--- config.mk ---
export PLATFORM = sky130hd
export DESIGN_NAME = md_sequencer
export DESIGN_NICKNAME = d
export VERILOG_FILES = /design/src/rtl/md_sequencer.sv
export SDC_FILE = /design/constraint.sdc
export NUM_CORES = 1
export LEC_CHECK = 0
export ABC_AREA = 1
export CAP_MARGIN = 15
export CORE_UTILIZATION = 43
export CTS_CLUSTER_SIZE = 40
export DETAILED_ROUTE_END_ITERATION = 16
export GPL_ROUTABILITY_DRIVEN = 0
export PLACE_DENSITY = 0.92
export SLEW_MARGIN = 15
export SYNTH_ARGS = -nofsm -noshare
export SYNTH_HDL_FRONTEND = slang
export SYNTH_SLANG_ARGS = --single-unit
--- constraint.sdc ---
create_clock -name clock -period 6.3 [get_ports clock]
set_clock_uncertainty 0.1 [all_clocks]
set_input_delay 0.945 -clock clock [delete_from_list [all_inputs] [get_ports clock]]
set_output_delay 0.945 -clock clock [all_outputs]
set_load 0.02 [all_outputs]
--- src/rtl/md_sequencer.sv ---
// Execute-stage controller for the shared multiply/divide unit: detects mul/div in X,
// issues the operation, stalls the front end and presents a single-cycle writeback.
module md_sequencer #(
    parameter int DATA_WIDTH = 32,
    parameter int MAX_CYCLES = 40,
    parameter int CNT_WIDTH  = 6
) (
    input  logic                  clock,
    input  logic                  reset,
    input  logic [31:0]           instruction_x,
    input  logic                  instr_valid_x,
    input  logic                  flush,
    input  logic [DATA_WIDTH-1:0] data_a,
    input  logic [DATA_WIDTH-1:0] data_b,
    input  logic                  md_ready,
    input  logic                  md_exception,
    input  logic [DATA_WIDTH-1:0] md_result,
    output logic                  md_start,
    output logic                  md_is_div,
    output logic [DATA_WIDTH-1:0] md_op_a,
    output logic [DATA_WIDTH-1:0] md_op_b,
    output logic                  stall,
    output logic                  wb_valid,
    output logic [4:0]            wb_reg,
    output logic [DATA_WIDTH-1:0] wb_data,
    output logic [1:0]            state_dbg
);

    typedef enum logic [1:0] {
        S_IDLE = 2'd0,
        S_BUSY = 2'd1,
        S_DONE = 2'd2
    } state_t;

    state_t                state;
    state_t                state_next;
    logic [CNT_WIDTH-1:0]  counter;
    logic [4:0]            rd_q;
    logic [DATA_WIDTH-1:0] result_q;
    logic                  exc_q;
    logic                  timeout_q;

    logic [4:0] op;
    logic [4:0] alu;
    logic [4:0] rd;
    logic       detect;
    logic       timeout_hit;
    logic       unused_instr_bits;

    assign op  = instruction_x[31:27];
    assign alu = instruction_x[6:2];
    assign rd  = instruction_x[26:22];
    assign unused_instr_bits = ^{instruction_x[21:7], instruction_x[1:0]};

    // Handshake: md_start is a one-cycle request; the unit answers later with md_ready,
    // which (with md_result/md_exception) is only honoured while BUSY.
    assign detect      = instr_valid_x & (op == 5'b00000)
                       & ((alu == 5'b00110) | (alu == 5'b00111)) & ~flush;
    assign timeout_hit = (counter == CNT_WIDTH'(MAX_CYCLES - 1));
    assign state_dbg   = state;

    always_ff @(posedge clock or posedge reset) begin
        if (reset) begin
            state <= S_IDLE;
        end else begin
            state <= state_next;
        end
    end

    always_comb begin
        state_next = state;
        stall      = 1'b0;
        wb_valid   = 1'b0;
        wb_reg     = 5'd0;
        wb_data    = '0;
        case (state)
            S_IDLE: begin
                stall = detect;
                if (detect) state_next = S_BUSY;
            end
            S_BUSY: begin
                stall = 1'b1;
                if (flush)            state_next = S_IDLE;
                else if (md_ready)    state_next = S_DONE;
                else if (timeout_hit) state_next = S_DONE;
            end
            S_DONE: begin
                state_next = S_IDLE;
                wb_valid   = ~flush;
                if (timeout_q) begin
                    wb_reg  = 5'd30;
                    wb_data = DATA_WIDTH'(7);
                end else if (exc_q) begin
                    wb_reg  = 5'd30;
                    wb_data = md_is_div ? DATA_WIDTH'(5) : DATA_WIDTH'(4);
                end else begin
                    wb_reg  = rd_q;
                    wb_data = result_q;
                end
            end
            default: state_next = S_IDLE;
        endcase
    end

    always_ff @(posedge clock or posedge reset) begin
        if (reset) begin
            counter   <= '0;
            md_start  <= 1'b0;
            md_is_div <= 1'b0;
            md_op_a   <= '0;
            md_op_b   <= '0;
            rd_q      <= 5'd0;
            result_q  <= '0;
            exc_q     <= 1'b0;
            timeout_q <= 1'b0;
        end else begin
            md_start <= 1'b0;
            case (state)
                S_IDLE: begin
                    if (detect) begin
                        md_op_a   <= data_a;
                        md_op_b   <= data_b;
                        md_is_div <= (alu == 5'b00111);
                        rd_q      <= rd;
                        counter   <= '0;
                        md_start  <= 1'b1;
                        exc_q     <= 1'b0;
                        timeout_q <= 1'b0;
                    end
                end
                S_BUSY: begin
                    counter <= counter + 1'b1;
                    // Flush wins over a same-cycle ready, which wins over timeout.
                    if (!flush) begin
                        if (md_ready) begin
                            result_q <= md_result;
                            exc_q    <= md_exception;
                        end else if (timeout_hit) begin
                            timeout_q <= 1'b1;
                        end
                    end
                end
                default: ;
            endcase
        end
    end

endmodule

==> flow_metrics.tcl <==
set metrics [dict create \
    cts_buffer_depth 2 \
    grt_pass1_wl_mm 20.1 \
    drc_errors 0 \
    syn_avg_cell_area_um2 8.40 \
    startpoint_type "flop" \
    cts.hold.buffers_added 0 \
    insertion_delay_ns 0.51 \
    cts_resized 0 \
    power.density_nw_per_um2 248 \
    crit_slowest_cell "clkinv_1" \
    worst_slack_ns 2.21 \
    ys_ff_latch 113 \
    fillers 839 \
    tns_ns 0 \
    place_ws_ns 2.55 \
    cpLargestDelayFamily "buffers and inverters" \
    cp.required_ns 5.25 \
    cts_tree "done" \
    synth_seq_area_share 0.593 \
    cp_num_cells 4 \
    path_class "flop to output pin" \
    cts_root_buf "clkbuf_8" \
    synth_top_area_cell "dfrtp_1" \
    core_um2 10800 \
    dieArea_um2 11500 \
    clk_pin_slew_ns 0.05 \
    n_antenna_cell 0 \
    final_common_cell "nand2_1" \
    grt_max_degree 83 \
    r2r_setup_slack_ns 3.34 \
    wl_mm 12.6 \
    synth_top_area_frac 0.593 \
    start_util 0.440 \
    die_h_um 107 \
    syn_to_final_growth_pct 59.4 \
    cp_max_fo 34 \
    crit_arrival_ns 3.04 \
    dp_hpwl_mm 8.45 \
    htreeDepth 4 \
    layout_common_cells "nand2_1, clkdlybuf4s50_1, dfrtp_1" \
    min_period_ns 4.09 \
    cts_setup_buffers 0 \
    placed_area_um2 6980 \
    rows 38 \
    max_freq_mhz 245 \
    setup_viol 0 \
    dr.pass1.iters 4 \
    synthesis.area_um2 4770 \
    status "finished, final reports clean" \
    via_count 4323 \
    end_kind "output pin" \
    r2r-start "state_dbg[0]$_DFFE_PP0P_" \
    first_iter_violations 267 \
    finalHoldViolations 0 \
    grt_pass1_vias 4204 \
    rsz0062_at_grt "no" \
    reg2reg_to "md_op_a[13]$_DFFE_PP0P_" \
    seq_area_um2 2830 \
    vdd_drop_max_uv 162 \
    synth_cell_types 20 \
    r2r_cells 8 \
    gr-total-overflow 0 \
    startpoint "timeout_q$_DFFE_PP0P_" \
    syn-num-nets 703 \
    vias_per_cell 4.62 \
    min_period_over_period 0.649 \
    ant_nets 0 \
    clock-sinks 113 \
    grt_usage 0.227 \
    synth_cells 568 \
    leakage_nw 3.80 \
    crit_end "wb_data[10]" \
    fin_hold_ws_ns 0.373 \
    pin_count 241 \
    die_w_um 107 \
    yosys-top-cells-area "dfrtp_1, nand2_1, nor2_1, a21oi_1, inv_1" \
    cts_inserted_buffers 17 \
    io_buffer_count 223 \
    worst_pin_slew_ns 1.07 \
    finalInstanceArea_um2 7610 \
    ys_warn_count 0 \
    routedWlPerCell_um 13.4 \
    min_path_type "flop to flop" \
    maxSlewViolCount 0 \
    slew_headroom 0.287 \
    nNetsFinal 918 \
    drive_gt1_frac 0.0528 \
    crit_chain "nor2_1 -> clkinv_1 -> nor3_1 -> clkdlybuf4s50_1" \
    cpPeakStageDelay_ns 0.77 \
    antenna_found_initial 0 \
    crit_buf_inv 2 \
    multi_input_area_um2 1560 \
    drv_cap 0 \
]
==> per-layer routing <==
| metal | part of all wire | vias up | track usage |
|---|---|---|---|
| li1 | - | 2174 | - |
| met1 | 0.42 | 1952 | 0.272 |
| met2 | 0.47 | 174 | 0.371 |
| met3 | 0.088 | 23 | 0.0805 |
| met4 | 0.026 | 0 | 0.0988 |
| met5 | 0 | - | 0 |
==> layout make-up <==
cell class,instances,share of cell area
Multi-Input combinational cell,379,0.204
Inverter,47,0.0237
Clock inverter,15,0.0275
Timing Repair Buffer,225,0.295
Clock buffer,17,0.0544
Tap cell,140,0.0230
Sequential cell,113,0.372
==> cells by family after synthesis <==
| group | after synthesis | share of synthesized area |
|---|---|---|
| buffers and inverters | 76 | 0.0821 |
| adders and majority gates | 1 | 0.00262 |
| and+or+nand+nor | 338 | 0.280 |
| AOI/OAI and AO/OA | 40 | 0.0427 |
| DFF | 113 | 0.593 |
==> worst min path at each step <==
stage | from | to | slack [ns] | depth (start not counted)
4_1_cts | result_q[31]$_DFFE_PP0P_ | result_q[31]$_DFFE_PP0P_ | 0.38 | 2
5_1_grt | md_op_b[16]$_DFFE_PP0P_ | md_op_b[16]$_DFFE_PP0P_ | 0.39 | 2
3_5_place_dp | result_q[31]$_DFFE_PP0P_ | result_q[31]$_DFFE_PP0P_ | 0.36 | 2
6_report | result_q[31]$_DFFE_PP0P_ | result_q[31]$_DFFE_PP0P_ | 0.37 | 2
3_3_place_gp | result_q[1]$_DFFE_PP0P_ | result_q[1]$_DFFE_PP0P_ | 0.36 | 2
2_1_floorplan | result_q[1]$_DFFE_PP0P_ | result_q[1]$_DFFE_PP0P_ | 0.34 | 2
==> metrics by stage <==
| stage | power (mW) | std cells | utilization |
|---|---|---|---|
| 6_report | 1.89 | 936 | 0.702 |
| 5_1_grt | 1.96 | 936 | 0.702 |
| 4_1_cts | 1.91 | 936 | 0.702 |
| 3_5_place_dp | 0.906 | 904 | 0.644 |
| 3_3_place_gp | 0.902 | 904 | 0.644 |
| 2_1_floorplan | 0.809 | 568 | - |
==> cell usage after synthesis <==
master / number
a21oi_1: 34
buf_2: 10
buf_4: 7
buf_6: 9
clkbuf_1: 3
clkinv_1: 1
dfrtp_1: 113
ha_1: 1
inv_1: 44
inv_2: 2
nand2_1: 236
nand2_2: 1
nand3_1: 12
nand4_1: 4
nor2_1: 55
nor2_2: 1
nor3_1: 28
o21ai_0: 5
o21ai_2: 1
or2_2: 1
==> registers in the layout, summed over array words and instances, names as in the netlist <==
name,count
result_q,32
timeout_q,1
md_op_b,32
rd_q,5
md_is_div,1
counter,6
md_op_a,32
exc_q,1
md_start,1
state_dbg,2
==> tightest hold or removal path, delay by kind of cell, from the launching register on <==
family | cells | cell delay (ns)
simple gates | 2 | 0.10
flops | 1 | 0.34
==> power by group <==
group / leakage (nW) / internal [mW] / switching [mW]
clock network: 0.295 / 0.646 / 0.349
registers: 1.41 / 0.743 / 0.00866
logic: 2.09 / 0.0836 / 0.0570
total: 3.80 / 1.47 / 0.415
No activity file was read; power rests on OpenSTA's default activity.
